File: config.mk
export PLATFORM = sky130hd
export DESIGN_NAME = alu_serial_rx
export DESIGN_NICKNAME = d
export VERILOG_FILES = /design/src/rtl/alu_pkg.sv /design/src/rtl/alu_crc4_serial.sv /design/src/rtl/alu_serial_rx.sv
export SDC_FILE = /design/constraint.sdc
export NUM_CORES = 1
export LEC_CHECK = 0
export ABC_AREA = 1
export BUFFER_PORTS_ARGS = -buffer_cell sky130_fd_sc_hd__buf_2
export CORE_ASPECT_RATIO = 1.5
export CORE_MARGIN = 2
export CORE_UTILIZATION = 35
export CTS_CLUSTER_SIZE = 10
export DETAILED_ROUTE_END_ITERATION = 10
export PLACE_DENSITY = 0.66
export RECOVER_POWER = 50
export SETUP_SLACK_MARGIN = 0.2
export SYNTH_ARGS = -nofsm -noshare
export SYNTH_HDL_FRONTEND = slang
export SYNTH_SLANG_ARGS = --single-unit
File: constraint.sdc
create_clock -name clk -period 4.4 [get_ports clk]
set_input_delay 0 -clock clk [delete_from_list [all_inputs] [get_ports clk]]
set_output_delay 0 -clock clk [all_outputs]
set_load 0.02 [all_outputs]
File: src/rtl/alu_pkg.sv
// -----------------------------------------------------------------------------
// alu_pkg
// Shared definitions for the ALU serial protocol (RX and TX sides).
//   operation_t   : legal ALU opcodes carried in a cmd frame
//   FRAME_*       : frame type bit values and frame length
//   CRC4_POLY     : feedback taps of the x^4+x+1 CRC
//   ERR_*         : bit positions inside err_code {overrun, op, crc, count, frame}
//   rx_state_t    : receiver FSM states
//   crc4_step     : one serial CRC-4 step
//   crc4_zero_adv : advance a CRC state over n zero bits (n <= 8)
//   op_is_legal   : opcode legality check
// -----------------------------------------------------------------------------
package alu_pkg;

    typedef enum logic [2:0] {
        OP_AND = 3'b000,
        OP_OR  = 3'b001,
        OP_ADD = 3'b100,
        OP_SUB = 3'b101
    } operation_t;

    localparam logic FRAME_DATA = 1'b0;
    localparam logic FRAME_CMD  = 1'b1;
    localparam int   FRAME_BITS = 11;

    localparam logic [3:0] CRC4_POLY = 4'b0011;

    localparam int ERR_W       = 5;
    localparam int ERR_FRAME   = 0;
    localparam int ERR_COUNT   = 1;
    localparam int ERR_CRC     = 2;
    localparam int ERR_OP      = 3;
    localparam int ERR_OVERRUN = 4;

    typedef enum logic [2:0] {
        RX_IDLE    = 3'd0,
        RX_TYPE    = 3'd1,
        RX_PAYLOAD = 3'd2,
        RX_STOP    = 3'd3,
        RX_RESYNC  = 3'd4
    } rx_state_t;

    function automatic logic [3:0] crc4_step(input logic [3:0] c, input logic d);
        logic fb;
        fb = c[3] ^ d;
        return {c[2:0], 1'b0} ^ (fb ? CRC4_POLY : 4'b0000);
    endfunction

    // The CRC is linear: crc(A then B) = crc4_zero_adv(crc(A), |B|) ^ crc_from_zero(B).
    function automatic logic [3:0] crc4_zero_adv(input logic [3:0] c, input int n);
        logic [3:0] r;
        r = c;
        for (int i = 0; i < 8; i++) begin
            if (i < n) begin
                r = crc4_step(r, 1'b0);
            end
        end
        return r;
    endfunction

    function automatic logic op_is_legal(input logic [2:0] op);
        logic ok;
        case (op)
            OP_AND, OP_OR, OP_ADD, OP_SUB: ok = 1'b1;
            default:                       ok = 1'b0;
        endcase
        return ok;
    endfunction

endpackage

File: src/rtl/alu_crc4_serial.sv
// -----------------------------------------------------------------------------
// alu_crc4_serial
// One-bit-per-cycle CRC-4 (x^4+x+1) LFSR, initial value 0.
//   clk, rst : clock, asynchronous active-high reset
//   clr      : synchronous clear to 0 (wins over en)
//   en       : fold bit d into the state this cycle
//   d        : serial data bit
//   crc      : current 4-bit state
// -----------------------------------------------------------------------------
module alu_crc4_serial (
    input  logic       clk,
    input  logic       rst,
    input  logic       clr,
    input  logic       en,
    input  logic       d,
    output logic [3:0] crc
);
    import alu_pkg::*;

    logic [3:0] crc_r;

    // LFSR state register
    always_ff @(posedge clk or posedge rst) begin
        if (rst) begin
            crc_r <= 4'b0000;
        end else if (clr) begin
            crc_r <= 4'b0000;
        end else if (en) begin
            crc_r <= crc4_step(crc_r, d);
        end else begin
            crc_r <= crc_r;
        end
    end

    assign crc = crc_r;

endmodule

File: src/rtl/alu_serial_rx.sv
// -----------------------------------------------------------------------------
// alu_serial_rx
// Serial frame receiver for the ALU protocol. Frames are
// {start 0, type, 8 payload bits MSB first, stop 1}. Data frames fill an
// N_OPERANDS*OPERAND_W operand buffer byte by byte; a cmd frame
// {x, op[2:0], crc[3:0]} closes the request, which is checked and then
// presented on a ready/valid output register.
//   clk, rst      : clock, asynchronous active-high reset
//   sin           : serial line, idles high, sampled every rising edge
//   out_valid     : output register holds a request
//   out_ready     : consumer accepts when out_valid && out_ready
//   out_operands  : operand 0 in the top OPERAND_W bits
//   out_op        : opcode
//   err_valid     : one-cycle pulse per faulty frame or cmd
//   err_code      : {overrun, op, crc, count, frame}
// -----------------------------------------------------------------------------
module alu_serial_rx #(
    parameter int N_OPERANDS = 2,
    parameter int OPERAND_W  = 32,
    parameter int CRC_CHECK  = 1
) (
    input  logic                             clk,
    input  logic                             rst,
    input  logic                             sin,
    output logic                             out_valid,
    input  logic                             out_ready,
    output logic [N_OPERANDS*OPERAND_W-1:0]  out_operands,
    output logic [2:0]                       out_op,
    output logic                             err_valid,
    output logic [4:0]                       err_code
);
    import alu_pkg::*;

    localparam int               NB           = N_OPERANDS * OPERAND_W / 8;
    localparam int               TOTAL_W      = N_OPERANDS * OPERAND_W;
    localparam int               CNT_W        = $clog2(NB + 1);
    localparam logic [CNT_W-1:0] NB_CNT       = CNT_W'(NB);
    localparam int               PAYLOAD_BITS = FRAME_BITS - 3;
    localparam logic [2:0]       LAST_BIT     = 3'(PAYLOAD_BITS - 1);

    rx_state_t          state_r;
    logic               is_cmd_r;
    logic [2:0]         bit_cnt_r;
    logic [7:0]         shreg_r;
    logic [CNT_W-1:0]   byte_cnt_r;
    logic               extra_r;
    logic [3:0]         crc_r;
    logic [TOTAL_W-1:0] buf_r;

    logic               out_valid_r;
    logic [TOTAL_W-1:0] out_operands_r;
    logic [2:0]         out_op_r;
    logic               err_valid_r;
    logic [ERR_W-1:0]   err_code_r;

    logic               lfsr_clr_s;
    logic               lfsr_en_s;
    logic               lfsr_d_s;
    logic [3:0]         lfsr_crc_s;

    logic [2:0]         cmd_op_s;
    logic [3:0]         data_crc_s;
    logic [3:0]         cmd_crc_s;
    logic               count_err_s;
    logic               op_err_s;
    logic               crc_err_s;
    logic               qualify_s;
    logic               full_s;
    logic [ERR_W-1:0]   cmd_err_code_s;

    // Per-frame CRC runs from zero and is merged into crc_r by linearity.
    // For a cmd it is fed the constant 1 in place of the ignored bit 7,
    // then op[2:0], so it ends up holding crc_from_zero({1, op}).
    always_comb begin
        lfsr_clr_s = 1'b0;
        lfsr_en_s  = 1'b0;
        lfsr_d_s   = sin;
        if (state_r == RX_TYPE) begin
            lfsr_clr_s = 1'b1;
        end else if (state_r == RX_PAYLOAD) begin
            lfsr_en_s = !is_cmd_r || (bit_cnt_r < 3'd4);
            lfsr_d_s  = (is_cmd_r && (bit_cnt_r == 3'd0)) ? 1'b1 : sin;
        end else begin
            lfsr_en_s = 1'b0;
        end
    end

    alu_crc4_serial u_crc (
        .clk (clk),
        .rst (rst),
        .clr (lfsr_clr_s),
        .en  (lfsr_en_s),
        .d   (lfsr_d_s),
        .crc (lfsr_crc_s)
    );

    // Cmd decode and error classification, evaluated at the stop bit
    always_comb begin
        cmd_op_s    = shreg_r[6:4];
        data_crc_s  = crc4_zero_adv(crc_r, 8) ^ lfsr_crc_s;
        cmd_crc_s   = crc4_zero_adv(crc_r, 4) ^ lfsr_crc_s;
        count_err_s = (byte_cnt_r != NB_CNT) || extra_r;
        op_err_s    = !op_is_legal(cmd_op_s);
        crc_err_s   = (cmd_crc_s != shreg_r[3:0]);
        qualify_s   = !count_err_s && !op_err_s && ((CRC_CHECK == 0) || !crc_err_s);
        full_s      = out_valid_r && !out_ready;
        cmd_err_code_s              = 5'b00000;
        cmd_err_code_s[ERR_OVERRUN] = qualify_s && full_s;
        cmd_err_code_s[ERR_OP]      = op_err_s;
        cmd_err_code_s[ERR_CRC]     = crc_err_s;
        cmd_err_code_s[ERR_COUNT]   = count_err_s;
        cmd_err_code_s[ERR_FRAME]   = 1'b0;
    end

    // Receiver FSM, request assembly and registered outputs
    always_ff @(posedge clk or posedge rst) begin
        if (rst) begin
            state_r        <= RX_IDLE;
            is_cmd_r       <= FRAME_DATA;
            bit_cnt_r      <= 3'd0;
            shreg_r        <= 8'h00;
            byte_cnt_r     <= '0;
            extra_r        <= 1'b0;
            crc_r          <= 4'b0000;
            buf_r          <= '0;
            out_valid_r    <= 1'b0;
            out_operands_r <= '0;
            out_op_r       <= 3'b000;
            err_valid_r    <= 1'b0;
            err_code_r     <= 5'b00000;
        end else begin
            err_valid_r <= 1'b0;
            err_code_r  <= 5'b00000;
            if (out_valid_r && out_ready) begin
                out_valid_r <= 1'b0;
            end
            case (state_r)
                RX_IDLE: begin
                    state_r <= sin ? RX_IDLE : RX_TYPE;
                end
                RX_TYPE: begin
                    is_cmd_r  <= sin;
                    bit_cnt_r <= 3'd0;
                    state_r   <= RX_PAYLOAD;
                end
                RX_PAYLOAD: begin
                    shreg_r   <= {shreg_r[6:0], sin};
                    bit_cnt_r <= bit_cnt_r + 3'd1;
                    state_r   <= (bit_cnt_r == LAST_BIT) ? RX_STOP : RX_PAYLOAD;
                end
                RX_STOP: begin
                    if (sin) begin
                        state_r <= RX_IDLE;
                        if (is_cmd_r == FRAME_CMD) begin
                            if (qualify_s && !full_s) begin
                                out_valid_r    <= 1'b1;
                                out_operands_r <= buf_r;
                                out_op_r       <= cmd_op_s;
                            end
                            err_valid_r <= |cmd_err_code_s;
                            err_code_r  <= cmd_err_code_s;
                            byte_cnt_r  <= '0;
                            extra_r     <= 1'b0;
                            crc_r       <= 4'b0000;
                        end else if (byte_cnt_r != NB_CNT) begin
                            for (int k = 0; k < NB; k++) begin
                                if (byte_cnt_r == CNT_W'(k)) begin
                                    buf_r[TOTAL_W-1-8*k -: 8] <= shreg_r;
                                end
                            end
                            byte_cnt_r <= byte_cnt_r + CNT_W'(1);
                            crc_r      <= data_crc_s;
                        end else begin
                            extra_r <= 1'b1;
                        end
                    end else begin
                        state_r               <= RX_RESYNC;
                        err_valid_r           <= 1'b1;
                        err_code_r[ERR_FRAME] <= 1'b1;
                        byte_cnt_r            <= '0;
                        extra_r               <= 1'b0;
                        crc_r                 <= 4'b0000;
                    end
                end
                RX_RESYNC: begin
                    state_r <= sin ? RX_IDLE : RX_RESYNC;
                end
                default: begin
                    state_r <= RX_IDLE;
                end
            endcase
        end
    end

    assign out_valid    = out_valid_r;
    assign out_operands = out_operands_r;
    assign out_op       = out_op_r;
    assign err_valid    = err_valid_r;
    assign err_code     = err_code_r;

endmodule

# After elaboration in Yosys (flattened, before gate mapping)
# Index checks and enable logic that the tools add are counted.
totals:
  reg_bits: 166
  input_bits: 4
  out_inout_bits: 74
op_classes:
  n_addsub: 2
  n_lt_le_gt_ge: 1
  n_eq_ne: 19
  n_mux: 44
  n_bitwise: 13
  n_reduce_logical: 35
op_table:
  columns: ["cell", "count"]
  rows:
  - ["5-bit AND reduction", 8]
  - ["4-bit 2-to-1 mux", 9]
  - ["4-bit by 2-bit XOR with 4-bit output", 8]
  - ["1-bit 2-to-1 mux", 21]
  - ["2-bit 2-to-1 mux", 9]
  - ["4-bit by 3-bit equality test with 1-bit output (second input constant)", 4]
  - ["3-bit equality test (second input constant)", 4]
  - ["3-bit one-hot mux with 4 select lines", 1]
  - ["4-bit XOR", 3]
  - ["5-bit 2-to-1 mux", 2]
  - ["3-bit zero test", 3]
  - ["4-bit by 2-bit equality test with 1-bit output (second input constant)", 2]
  - ["4-bit OR reduction", 2]
  - ["1-bit logical AND", 7]
  - ["3-bit by 1-bit equality test with 1-bit output (second input constant)", 2]
  - ["3-bit by 2-bit equality test with 1-bit output (second input constant)", 2]
  - ["1-bit zero test", 6]
  - ["3-bit one-hot mux with 2 select lines", 1]
  - ["4-bit by 1-bit adder with 4-bit output (second input constant)", 1]
  - ["4-bit by 1-bit equality test with 1-bit output (second input constant)", 1]
  - ["4-bit zero test", 1]
  - ["4-bit inequality test", 1]
  - ["4-bit inequality test (second input constant)", 1]
  - ["2-bit AND reduction", 2]
  - ["other kinds (11)", 13]

# Depth between registers and ports, before layout
depth:
  word_depth: 20
  mapped_depth: 14

# Modules after synthesis
# Synthesis repeated with hierarchy kept, for this count alone.
hier_totals:
  hier_cells: 752
  hier_area_um2: 6920.4
modules_own_cells:
  columns: ["mod", "n_inst", "cells_per_inst", "area_per_inst_um2", "seq_area_each_um2"]
  rows:
  - ["alu_serial_rx", 1, 724, 6692.7, 4053.9]
  - ["alu_crc4_serial", 1, 28, 227.7, 100.1]

# Worst setup path after synthesis
# OpenSTA, ideal clock, no wires.
synth_timing:
  path_type: "register to register"
  from: "register crc_r[0]"
  to: "register out_operands_r[10] (netlist: out_operands[10])"
  setup_time_ns: 0.118
  arrival_ns: 1.627
  t_required_ns: 4.282
  path_slack_ns: 2.655
  path_stages_with_launch: 13
  n_path_buf: 2
  period_less_slack_ns: 1.745
  path_cell_list: "dfrtp_1 > inv_1 > nand2_4 > nand3_1 > nand3_1 > nand3_1 > nand2_1 > nor2_1 > nand4_1 > buf_2 > buf_6 > nand2_1 > nand2_1"
synth_via:
  elab_chain_cells: 11
synth_lines:
  columns: ["element", "line", "rtl"]
  rows:
  - ["start: declaration", "alu_serial_rx.sv:47", "logic [3:0] crc_r;"]
  - ["start signal: assignment", "alu_serial_rx.sv:172", "crc_r <= data_crc_s;"]
  - ["4-bit by 2-bit XOR with 4-bit output (3 in series)", "alu_pkg.sv:46", "return {c[2:0], 1'b0} ^ (fb ? CRC4_POLY : 4'b0000);"]
  - ["2-bit 2-to-1 mux", "alu_pkg.sv:46", null]
  - ["4-bit by 2-bit XOR with 4-bit output", "alu_pkg.sv:46", null]
  - ["4-bit XOR", "alu_serial_rx.sv:101", "cmd_crc_s = crc4_zero_adv(crc_r, 4) ^ lfsr_crc_s;"]
  - ["4-bit inequality test", "alu_serial_rx.sv:104", "crc_err_s = (cmd_crc_s != shreg_r[3:0]);"]
  - ["1-bit zero test", "alu_serial_rx.sv:105", "qualify_s = !count_err_s && !op_err_s && ((CRC_CHECK == 0) || !crc_err_s);"]
  - ["1-bit logical AND", "alu_serial_rx.sv:105", null]
  - ["1-bit logical AND", "alu_serial_rx.sv:155", "if (qualify_s && !full_s) begin"]
  - ["4-bit AND reduction (no source line)", null, null]
  - ["end signal: assignment", "alu_serial_rx.sv:157", "out_operands_r <= buf_r;"]
  - ["end: declaration", "alu_serial_rx.sv:51", "logic [TOTAL_W-1:0] out_operands_r;"]
# No other way between the ends.
# A chain may end at the register's enable or synchronous reset.

# Worst setup path after layout
layout_timing:
  from: "register state_r[1]"
  to: "register out_operands_r[40] (netlist: out_operands[40])"
layout_via:
  elab_chain_cells: 2
layout_lines:
  columns: ["element", "line", "rtl"]
  rows:
  - ["start: declaration", "alu_serial_rx.sv:41", "rx_state_t state_r;"]
  - ["start signal: assignment", "alu_serial_rx.sv:139", "state_r <= sin ? RX_IDLE : RX_TYPE;"]
  - ["start signal: assignment", "alu_serial_rx.sv:149", "state_r <= (bit_cnt_r == LAST_BIT) ? RX_STOP : RX_PAYLOAD;"]
  - ["start signal: assignment", "alu_serial_rx.sv:186", "state_r <= sin ? RX_IDLE : RX_RESYNC;"]
  - ["3-bit by 2-bit equality test with 1-bit output", "alu_serial_rx.sv:137", "case (state_r)"]
  - ["4-bit AND reduction (no source line)", null, null]
# No other way between the ends.

==> impl_metrics.yaml <==
finish:
  nets: 814
  utilization_pct: 41.3
  diodes: 0
  fillers: 1981
  layout_common_cells: "239 x nand2_1, 166 x dfrtp_1, 94 x nand3_1, 83 x o21ai_0, 77 x clkbuf_1"
  layout_commonest_cell: "nand2_1"
  syn2layout_area_growth_pct: 15.9
  drive_gt1_share_pct: 7.72
floorplan:
  pin_count: 78
  num_rows: 62
  core_area_um2: 19200
  chipHeight_um: 175
  die_w_um: 118
  die_area_um2: 20600
  initial_core_util_pct: 35.6
timing:
  worst_clock_skew_ps: 15.6
  finalCritPeriodShare_pct: 61.7
  rsz0062_at_grt: "false"
  maxSlewHeadroom_pct: -50.7
  worstMarginPinSlew_ps: 2260
  fmax_mhz: 368
  hold_violations: 0
  drv_slew: 167
  setup_viol: 0
  layout_min_cycle_time_ps: 2720
  final.setup.tns_ps: 0
hold_path:
  min-delay-path-class: "input port to flop"
  min-delay-start: "out_ready"
  whs_endpoint: "out_operands[33]"
  hold_depth: 5
synthesis:
  synthesis.nets: 742
  yosysWarnings: 0
  syn-cell-area_um2: 6820
  synth-seq-cells: 166
  synth_cells: 731
  synth.distinct_cells: 26
  ys_seq_area_share_pct: 60.9
  syn_avg_cell_area_um2: 9.33
setup_path:
  required_ps: 4760
  cp.arrival_ps: 3080
  worstSetupStartpointType: "flop"
  crit_path_end_kind: "flop"
  r2r_start: "state_r[1]"
  r2r_slack_ps: 1680
  critPathMaxFanout: 23
  crit_type: "flop to flop"
  reg2reg_to: "out_operands[40]"
  reg2reg_depth: 7
cts:
  cts_buffer_depth: 2
  clkTransAtPathRegs_ps: 70
  cts_max_level: 4
  cts_buffers: 17
  postCtsHoldBufs: 2
  cts-root-buf: "clkbuf_16"
  cts_sinks: 166
  cts_tree: "built"
  clk-insertion-delay-late_ps: 430
  post_cts_buffers: 0
  postCtsResizedCells: 0
drt:
  m1WireLength_um: 6680
  ant_nets: 0
  first_pass_iters: 5
  drt-initial-drc-count: 437
  wire_per_inst_um: 14.9
  dr_wl_met3_um: 505
  route.detailed.drc: 0
  wl_um: 15900
  wl_met2_um: 8440
  dr.max_layer_used: "met4"
  viasPerCell: 4.76
  via_count: 5100
power_and_ir_drop:
  p_leak_uw: 0.00388
  ir_worst_vdd_mv: 0.290
  total_power_uw: 4210
  p_per_area_nw_per_um2: 533
global_route:
  gr-usage-all-layers_pct: 16.3
  antenna_found_initial: 0
  grt_pass1_wl_um: 26300
  grt_max_degree: 167
  grt_remaining_overflow: 0
  grt_pass1_vias: 5038
placement:
  port_buffers: 77
  gp_congestion: 0.877
  hpwl_um: 10600
run:
  drv_cap: 1
outcome:
  violations: "capacitance limit, slew limit"
  status: "complete, but fails checks"
-- cell usage after synthesis --
cell / count / area [µm²]
a21oi_1: 5 / 25.0
and2_1: 1 / 6.26
buf_2: 6 / 30.0
buf_6: 7 / 78.8
buf_8: 1 / 15.0
clkbuf_1: 19 / 71.3
clkinv_1: 1 / 3.75
dfrtp_1: 166 / 4150
ha_1: 7 / 87.6
inv_1: 41 / 154
inv_2: 2 / 7.51
nand2_1: 239 / 897
nand2_2: 5 / 31.3
nand2_4: 1 / 11.3
nand3_1: 94 / 470
nand3_2: 12 / 120
nand4_1: 5 / 31.3
nor2_1: 15 / 56.3
nor2_4: 1 / 11.3
nor3_1: 3 / 15.0
nor3_2: 1 / 10.0
o21ai_0: 83 / 415
o22ai_1: 8 / 50.1
o31ai_1: 1 / 7.51
xnor2_1: 2 / 17.5
xor2_1: 5 / 43.8
-- routing by layer --
metal  track usage, %  up-vias
li1                 -     2527
met1             19.2     2458
met3             3.13       18
met2             29.1       97
met4             6.22        0
met5                0        -
-- worst max-delay path by stage --
stage / startpoint / endpoint / slack (ps) / depth (start not counted)
2_1_floorplan: rst / bit_cnt_r[0] / 2290 / 1
4_1_cts: state_r[2] / out_operands[40] / 1710 / 6
5_1_grt: state_r[1] / out_operands[56] / 1470 / 7
3_5_place_dp: state_r[2] / out_operands[40] / 1720 / 6
6_report: state_r[1] / out_operands[40] / 1680 / 7
3_3_place_gp: state_r[2] / out_operands[16] / 1810 / 6
-- power breakdown --
group / total [µW] / internal, µW / switching [µW]
clock network: 1490 / 861 / 629
logic: 847 / 264 / 583
registers: 1870 / 1720 / 152
total: 4210 / 2850 / 1360
-- registers in the layout, summed over array words and instances (netlist names), 3 cells and up --
name          flops
buf_r            64
out_operands     64
shreg_r           8
err_code          5
byte_cnt_r        4
crc_r             4
u_crc.crc         4
bit_cnt_r         3
out_op            3
state_r           3
-- cell families (layout without fill, tap and decap cells) --
| logic type | count (synthesis) | after routing | share of synthesized area (%) |
|---|---|---|---|
| flops | 166 | 166 | 60.9 |
| xor+xnor | 7 | 7 | 0.899 |
| buf+inv | 77 | 162 | 5.28 |
| compound gates | 97 | 97 | 7.30 |
| simple gates | 377 | 377 | 24.3 |
| fa+ha+maj | 7 | 7 | 1.28 |
-- layout make-up --
class / instances / area (µm²) / share of cell area, %
Clock buffer: 20 / 447 / 5.65
Clock inverter: 12 / 144 / 1.82
Inverter: 44 / 169 / 2.14
Multi-Input combinational cell: 488 / 2310 / 29.2
Sequential cell: 166 / 4150 / 52.5
Tap cell: 256 / 320 / 4.05
Timing Repair Buffer: 86 / 364 / 4.61
-- through the flow --
stage	setup WS, ps	hold WS (ps)	cell area (µm²)	cells
2_1_floorplan	2290	66.4	6830	731
4_1_cts	1710	300	8010	1072
6_report	1680	306	7910	1072
3_3_place_gp	1810	298	7400	1038
5_1_grt	1470	334	7910	1072
3_5_place_dp	1720	311	7400	1038
-- worst max-delay path, stage by stage, from the launching register on --
cell     delay (ps)
dfrtp_1         350
inv_1            90
nor3_2          610
nand3_1         410
nor2_4          570
buf_4           390
nand3_1         120
nand2_1         100
No activity file was read; power rests on OpenSTA's default activity.
